<file path="src/rtl/collision_monitor_if.sv">
// Pixel-stream and game-status bundle between the draw modules and collision_monitor.
// Handshake: pixelTick is a one-cycle valid strobe with no ready; coordinates and flags are only meaningful in its cycle.
interface collision_monitor_if;
  logic        pixelTick;
  logic [9:0]  vgaX;
  logic [8:0]  vgaY;
  logic        dinoInGrey;
  logic        obsInGrey;
  logic        startPulse;
  logic [1:0]  gameState;
  logic        hitPulse;
  logic        restartPulse;
  logic [15:0] overlapCount;
  logic [9:0]  hitX;
  logic [8:0]  hitY;

  modport master (
    output pixelTick, vgaX, vgaY, dinoInGrey, obsInGrey, startPulse,
    input  gameState, hitPulse, restartPulse, overlapCount, hitX, hitY
  );

  modport slave (
    input  pixelTick, vgaX, vgaY, dinoInGrey, obsInGrey, startPulse,
    output gameState, hitPulse, restartPulse, overlapCount, hitX, hitY
  );
endinterface

</file>
<file path="src/rtl/collision_monitor.sv">
// Counts dino/obstacle overlap pixels per frame and runs the IDLE/RUN/HIT/OVER game FSM.
// Optional COLLISION_CAPTURE_EN adds first-overlap coordinate capture on hitX/hitY.
module collision_monitor #(
  parameter int unsigned ScreenW     = 640,
  parameter int unsigned ScreenH     = 480,
  parameter int unsigned THRESH      = 4,
  parameter int unsigned HOLD_FRAMES = 30
) (
  input  logic              clk,
  input  logic              rst_n,
  collision_monitor_if.slave bus
);

  typedef enum logic [1:0] {
    IDLE = 2'b00,
    RUN  = 2'b01,
    HIT  = 2'b10,
    OVER = 2'b11
  } state_t;

  state_t      state;
  logic [15:0] count;
  logic [15:0] last_count;
  logic [15:0] next_count;
  logic [7:0]  hold;
  logic [7:0]  hold_next;
  logic        hit_pulse;
  logic        restart_pulse;
  logic        qual;
  logic        ovl;
  logic        frame_end;
  logic        go_hit;
  logic        go_restart;

  always_comb begin
    qual       = bus.pixelTick && (32'(bus.vgaX) < ScreenW) && (32'(bus.vgaY) < ScreenH);
    ovl        = qual && bus.dinoInGrey && bus.obsInGrey;
    frame_end  = qual && (32'(bus.vgaX) == ScreenW - 1) && (32'(bus.vgaY) == ScreenH - 1);
    // Only RUN frames accumulate; the frame-end pixel itself is included here.
    next_count = (ovl && (state == RUN) && (count != 16'hFFFF)) ? count + 16'd1 : count;
    hold_next  = hold + 8'd1;
    go_hit     = (state == RUN) && frame_end && (next_count >= 16'(THRESH));
    go_restart = (state == OVER) && bus.startPulse;
  end

  always_ff @(posedge clk or negedge rst_n) begin
    if (!rst_n) begin
      state         <= IDLE;
      count         <= '0;
      last_count    <= '0;
      hold          <= '0;
      hit_pulse     <= 1'b0;
      restart_pulse <= 1'b0;
    end else begin
      hit_pulse     <= 1'b0;
      restart_pulse <= 1'b0;
      if (frame_end) begin
        count      <= '0;
        last_count <= next_count;
      end else begin
        count      <= next_count;
      end
      case (state)
        IDLE: if (bus.startPulse) state <= RUN;
        RUN: begin
          if (go_hit) begin
            state     <= HIT;
            hit_pulse <= 1'b1;
            hold      <= '0;
          end
        end
        HIT: begin
          if (frame_end) begin
            hold <= hold_next;
            if (hold_next == 8'(HOLD_FRAMES)) state <= OVER;
          end
        end
        OVER: begin
          if (go_restart) begin
            state         <= RUN;
            restart_pulse <= 1'b1;
            count         <= '0;
          end
        end
        default: state <= IDLE;
      endcase
    end
  end

  assign bus.gameState    = state;
  assign bus.hitPulse     = hit_pulse;
  assign bus.restartPulse = restart_pulse;
  assign bus.overlapCount = last_count;

`ifdef COLLISION_CAPTURE_EN
  logic       cap_valid;
  logic [9:0] cap_x;
  logic [8:0] cap_y;
  logic [9:0] hit_x;
  logic [8:0] hit_y;

  always_ff @(posedge clk or negedge rst_n) begin
    if (!rst_n) begin
      cap_valid <= 1'b0;
      cap_x     <= '0;
      cap_y     <= '0;
      hit_x     <= '0;
      hit_y     <= '0;
    end else begin
      if (frame_end || (state != RUN)) begin
        cap_valid <= 1'b0;
      end else if (ovl && !cap_valid) begin
        cap_valid <= 1'b1;
        cap_x     <= bus.vgaX;
        cap_y     <= bus.vgaY;
      end
      // With nothing captured yet, the frame-end pixel must be the first overlap.
      if (go_hit) begin
        hit_x <= cap_valid ? cap_x : bus.vgaX;
        hit_y <= cap_valid ? cap_y : bus.vgaY;
      end else if (go_restart) begin
        hit_x <= '0;
        hit_y <= '0;
      end
    end
  end

  assign bus.hitX = hit_x;
  assign bus.hitY = hit_y;
`else
  assign bus.hitX = '0;
  assign bus.hitY = '0;
`endif

endmodule

</file>
<file path="src/flat_wrapper.sv">
// flat-port wrapper written by rule: the top's interface ports become plain ports
module collision_monitor_flat 
#(
  parameter int unsigned ScreenW     = 640,
  parameter int unsigned ScreenH     = 480,
  parameter int unsigned THRESH      = 4,
  parameter int unsigned HOLD_FRAMES = 30
)
  (clk, rst_n, bus_pixelTick, bus_vgaX, bus_vgaY, bus_dinoInGrey, bus_obsInGrey, bus_startPulse, bus_gameState, bus_hitPulse, bus_restartPulse, bus_overlapCount, bus_hitX, bus_hitY);
  collision_monitor_if bus_i ();
  input  logic clk;
  input  logic rst_n;
  input wire logic [$bits(bus_i.pixelTick)-1:0] bus_pixelTick;
  input wire logic [$bits(bus_i.vgaX)-1:0] bus_vgaX;
  input wire logic [$bits(bus_i.vgaY)-1:0] bus_vgaY;
  input wire logic [$bits(bus_i.dinoInGrey)-1:0] bus_dinoInGrey;
  input wire logic [$bits(bus_i.obsInGrey)-1:0] bus_obsInGrey;
  input wire logic [$bits(bus_i.startPulse)-1:0] bus_startPulse;
  output wire logic [$bits(bus_i.gameState)-1:0] bus_gameState;
  output wire logic [$bits(bus_i.hitPulse)-1:0] bus_hitPulse;
  output wire logic [$bits(bus_i.restartPulse)-1:0] bus_restartPulse;
  output wire logic [$bits(bus_i.overlapCount)-1:0] bus_overlapCount;
  output wire logic [$bits(bus_i.hitX)-1:0] bus_hitX;
  output wire logic [$bits(bus_i.hitY)-1:0] bus_hitY;
  assign bus_i.pixelTick = bus_pixelTick;
  assign bus_i.vgaX = bus_vgaX;
  assign bus_i.vgaY = bus_vgaY;
  assign bus_i.dinoInGrey = bus_dinoInGrey;
  assign bus_i.obsInGrey = bus_obsInGrey;
  assign bus_i.startPulse = bus_startPulse;
  assign bus_gameState = bus_i.gameState;
  assign bus_hitPulse = bus_i.hitPulse;
  assign bus_restartPulse = bus_i.restartPulse;
  assign bus_overlapCount = bus_i.overlapCount;
  assign bus_hitX = bus_i.hitX;
  assign bus_hitY = bus_i.hitY;
  collision_monitor #(.ScreenW(ScreenW), .ScreenH(ScreenH), .THRESH(THRESH), .HOLD_FRAMES(HOLD_FRAMES)) u_core (.clk(clk), .rst_n(rst_n), .bus(bus_i));
endmodule
</file>
<file path="config.mk">
export PLATFORM = sky130hd
export DESIGN_NAME = collision_monitor_flat
export DESIGN_NICKNAME = d
export VERILOG_FILES = /design/src/rtl/collision_monitor_if.sv /design/src/rtl/collision_monitor.sv /design/src/flat_wrapper.sv
export SDC_FILE = /design/constraint.sdc
export NUM_CORES = 1
export LEC_CHECK = 0
export BUFFER_PORTS_ARGS = -buffer_cell sky130_fd_sc_hd__buf_2
export CORE_ASPECT_RATIO = 0.75
export CORE_MARGIN = 1
export CORE_UTILIZATION = 50
export DETAILED_ROUTE_END_ITERATION = 12
export GPL_ROUTABILITY_DRIVEN = 0
export PLACE_DENSITY = 0.73
export SLEW_MARGIN = 20
export SYNTH_ARGS = -nofsm -noshare
export SYNTH_HDL_FRONTEND = slang
export SYNTH_SLANG_ARGS = --single-unit
</file>
<file path="constraint.sdc">
create_clock -name clk -period 4 [get_ports clk]
set_clock_uncertainty 0.15 [all_clocks]
set_input_delay 1 -clock clk [delete_from_list [all_inputs] [get_ports clk]]
set_output_delay 1 -clock clk [all_outputs]
set_load 0.05 [all_outputs]
</file>
==> summary.md <==
## Placement
* **instance area after placement** 2960 um^2
* **PortBufs** 44
* **DP HPWL** 4310 um
* **placed instance count** 410

## Floorplanning
* **initial core utilization** 51.9%
* **Die Y** 66.6 um
* **num rows** 23
* **# IOs** 64
* **Core ar.** 5350 um^2
* **Die Footprint** 5860 um^2
* **die outline width** 88.1 um

## Clocking
* **CTS H-tree lvls** 2
* **clock tree from TritonCTS** done
* **# Post-CTS Setup Buffers** 0
* **clock-pin slew on the worst setup and hold paths** 0.09 ns
* **Clock Tree Root** sky130_fd_sc_hd__clkbuf_8
* **clock latency at the later pin of the worst-skew pair** 0.30 ns
* **quantity of hold-fixing buffers added after cts** 0
* **number of buffers between clock root and the deepest sink** 2
* **cts bufs inserted** 5
* **Post-CTS Resized** 0
* **TritonCTS sink count** 44

## Finish
* **Final nets** 374
* **utilization after layout** 56.9%
* **P&R area growth vs syn** 9.68%
* **count of inserted antenna diode cells** 0
* **share of post-route cells with drive strength above 1** 20.4%
* **final design area excluding fillers** 3050 um^2
* **final non-filler cell total** 418

## Status
* **outcome** completed

## Worst setup path
* **Critical Path End Type** register
* **Worst Path Class, Setup** register to register
* **category of the worst setup path launch point** register
* **Critical Path AT** 3.38 ns
* **Reg2Reg Capture Point** u_core.hold[0]
* **worst reg2reg path depth** 10
* **critical path fanouts, max** 13
* **FF-to-FF setup slack** 0.65 ns
* **CP Data Required Time** 4.04 ns
* **critical register-to-register path startpoint** u_core.bus.gameState[1]

## Logic synthesis
* **sequential area share after synthesis** 39.6%
* **top-area cell type share of the netlist area** 39.6%
* **gate count of the mapped netlist** 304
* **YS warnings** 0
* **Post-synth EDFFs** 0
* **syn_area_per_cell** 9.14 um^2
* **netlist area before placement** 2780 um^2
* **Main synth FF type** sky130_fd_sc_hd__dfrtp_1
* **Commonest cells post-synth** 44 x sky130_fd_sc_hd__dfrtp_1, 35 x sky130_fd_sc_hd__nand2_1, 23 x sky130_fd_sc_hd__nor2_1, 22 x sky130_fd_sc_hd__buf_4, 22 x sky130_fd_sc_hd__o21ai_0
* **async set-or-reset flop fraction in the synthesized netlist** 100%
* **biggest area consumer among synthesized cells** sky130_fd_sc_hd__dfrtp_1
* **synth unique cells** 50
* **number of register bits inferred by synthesis** 44
* **most used standard cell by instance count after synthesis** sky130_fd_sc_hd__dfrtp_1
* **top cells by area in the synthesized netlist** sky130_fd_sc_hd__dfrtp_1 40%, sky130_fd_sc_hd__buf_4 5.9%, sky130_fd_sc_hd__nand2_1 4.7%

## Drt
* **average wire per standard cell** 13.9 um
* **number of DRC violations after detailed-routing iteration 0** 146
* **met1 wire length** 2930 um
* **uppermost signal routing layer after detailed routing** met4
* **total number of vias** 2314
* **antenna viol nets, final** 0
* **sum of met3 wire segment lengths after detailed routing** 377 um
* **sum of routed wire length over all layers** 5820 um
* **router iterations before antenna repair** 5
* **number of vias per cell after detailed routing** 5.54
* **number of DRC violations after detailed routing** 0
* **WL met2** 2460 um

## Global route
* **GRT Total Usage** 20.9%
* **GRT Residual Overflow** 0
* **vias in the first global route** 2017
* **wire length of the first global-routing pass** 9470 um
* **largest net degree at the start of global routing** 45
* **antenna violations before repair** 0

## STA
* **Fmax** 299 MHz
* **Final period util** 83.6%
* **max-slew violation count** 0
* **Worst Tran Pin Value** 0.981 ns
* **Hold Violations, Final** 0
* **final count of negative-setup-slack endpoints** 0
* **setup TNS** 0 ns
* **setup repair after global routing missed its margin** no
* **worst slew slack as a fraction of its limit** 34.6%
* **crit path time final** 3.35 ns
* **WHS** 0.328 ns

## Power
* **internal cell power** 0.661 mW
* **leakage power summed over all cells** 1.39 nW
* **power per cell area** 341 nW/um^2
* **fraction of power consumed by the clock network** 26.6%
* **share of power burned in combinational logic** 27.8%
* **net switching power of the design** 0.377 mW
* **Worst IR Drop VDD** 134 uV
* **switching portion of total power** 36.3%
* **register share of total power** 45.6%

## Worst hold path
* **Worst Hold Class** register to register
* **Min-Delay Path Depth** 2
* **hold worst-path end** u_core.bus.overlapCount[7]
* **Worst Hold Launch** u_core.bus.overlapCount[7]

## Flow run
* **number of maximum-capacitance constraint violations** 0

## through the flow
stage	power (mW)	setup WS, ns
after CTS	1.04	0.657
after detailed placement	0.770	0.398
after floorplan	0.705	0.739
after global routing	1.09	0.386
final	1.04	0.654
after global placement	0.760	0.465
## cell usage in the layout, fill, tap and decap left out, types with 4 or more instances in the layout
master / netlist / final
sky130_fd_sc_hd__a21oi_1: 4 / 4
sky130_fd_sc_hd__o311ai_1: 5 / 5
sky130_fd_sc_hd__o21ai_0: 22 / 22
sky130_fd_sc_hd__nand2_1: 35 / 35
sky130_fd_sc_hd__xor2_1: 9 / 9
sky130_fd_sc_hd__inv_1: 8 / 8
sky130_fd_sc_hd__nor2_1: 23 / 23
sky130_fd_sc_hd__nand3_1: 19 / 19
sky130_fd_sc_hd__nand4_1: 12 / 12
sky130_fd_sc_hd__ha_1: 7 / 7
sky130_fd_sc_hd__o21ai_1: 4 / 4
sky130_fd_sc_hd__clkbuf_8: 0 / 5
sky130_fd_sc_hd__xnor2_1: 11 / 11
sky130_fd_sc_hd__buf_2: 3 / 44
sky130_fd_sc_hd__nor3_1: 7 / 7
sky130_fd_sc_hd__conb_1: 1 / 19
sky130_fd_sc_hd__nor4_2: 5 / 6
sky130_fd_sc_hd__dfrtp_1: 44 / 44
sky130_fd_sc_hd__and4_1: 5 / 5
## worst max-delay path, cell delays in order (launching register included)
cell and delay [ns]:
sky130_fd_sc_hd__dfrtp_1 0.45, sky130_fd_sc_hd__inv_1 0.12, sky130_fd_sc_hd__ha_1 0.32, sky130_fd_sc_hd__and4_4 0.29, sky130_fd_sc_hd__nand3_4 0.17, sky130_fd_sc_hd__nor4_2 0.41
sky130_fd_sc_hd__xor2_1 0.17, sky130_fd_sc_hd__nor4_4 0.34, sky130_fd_sc_hd__nand2_1 0.16, sky130_fd_sc_hd__a32oi_4 0.33, sky130_fd_sc_hd__mux2_1 0.35
## layer usage
| layer | vias to the layer above | global-route usage [%] |
|---|---|---|
| met1 | 1090 | 30.1 |
| met4 | 0 | 6.05 |
| li1 | 1134 | - |
| met5 | - | 0 |
| met2 | 85 | 31.9 |
| met3 | 5 | 3.84 |
## how the worst max path moves through the flow
stage                     depth (start not counted)        endpoint               startpoint  slack (ns)
after floorplan                                   9  u_core.hold[0]              bus_vgaX[7]        0.74
after global placement                            9  u_core.hold[0]              bus_vgaX[7]        0.47
after detailed placement                          9  u_core.hold[0]              bus_vgaX[7]        0.40
after CTS                                        10  u_core.hold[0]  u_core.bus.gameState[1]        0.66
after global routing                             11  u_core.hold[1]  u_core.bus.gameState[1]        0.39
final                                            10  u_core.hold[0]  u_core.bus.gameState[1]        0.65
## logic make-up (layout without fill, tap and decap cells)
group / Yosys count / after routing / share of synthesized area, %
AND/OR/NAND/NOR: 134 / 134 / 27.5
AO/OA/AOI/OAI: 52 / 52 / 12.5
flip-flops: 44 / 44 / 39.6
buffers and inverters: 42 / 63 / 9.32
XOR/XNOR: 20 / 20 / 6.30
adder cells (fa/ha/maj): 7 / 7 / 3.15
multiplexers: 4 / 4 / 1.49
other: 1 / 19 / 0.135
## sequential cells by signal, indices dropped and copies added, names as in the netlist
name                     count
u_core.bus.hitPulse          1
u_core.bus.restartPulse      1
u_core.bus.overlapCount     16
u_core.hold                  8
u_core.bus.gameState         2
u_core.count                16
## final cells by class
class                      instances  area [um^2]
clock buffer                       5         68.8
clock inverter                     3         18.8
fill                             496         2300
inverter                           8         30.0
multi-input combinational        236         1490
sequential                        44         1100
tap                               75         93.8
timing repair buffer              47          243
## power groups by stage
stage | clock network [mW] | registers [mW] | logic, mW
finish | 0.276 | 0.473 | 0.288
global route | 0.305 | 0.475 | 0.315
CTS | 0.283 | 0.473 | 0.288
detailed placement | 0 | 0.482 | 0.288
global placement | 0 | 0.482 | 0.278
floorplan | 0 | 0.508 | 0.197
Power figures use the tool's default switching activity.
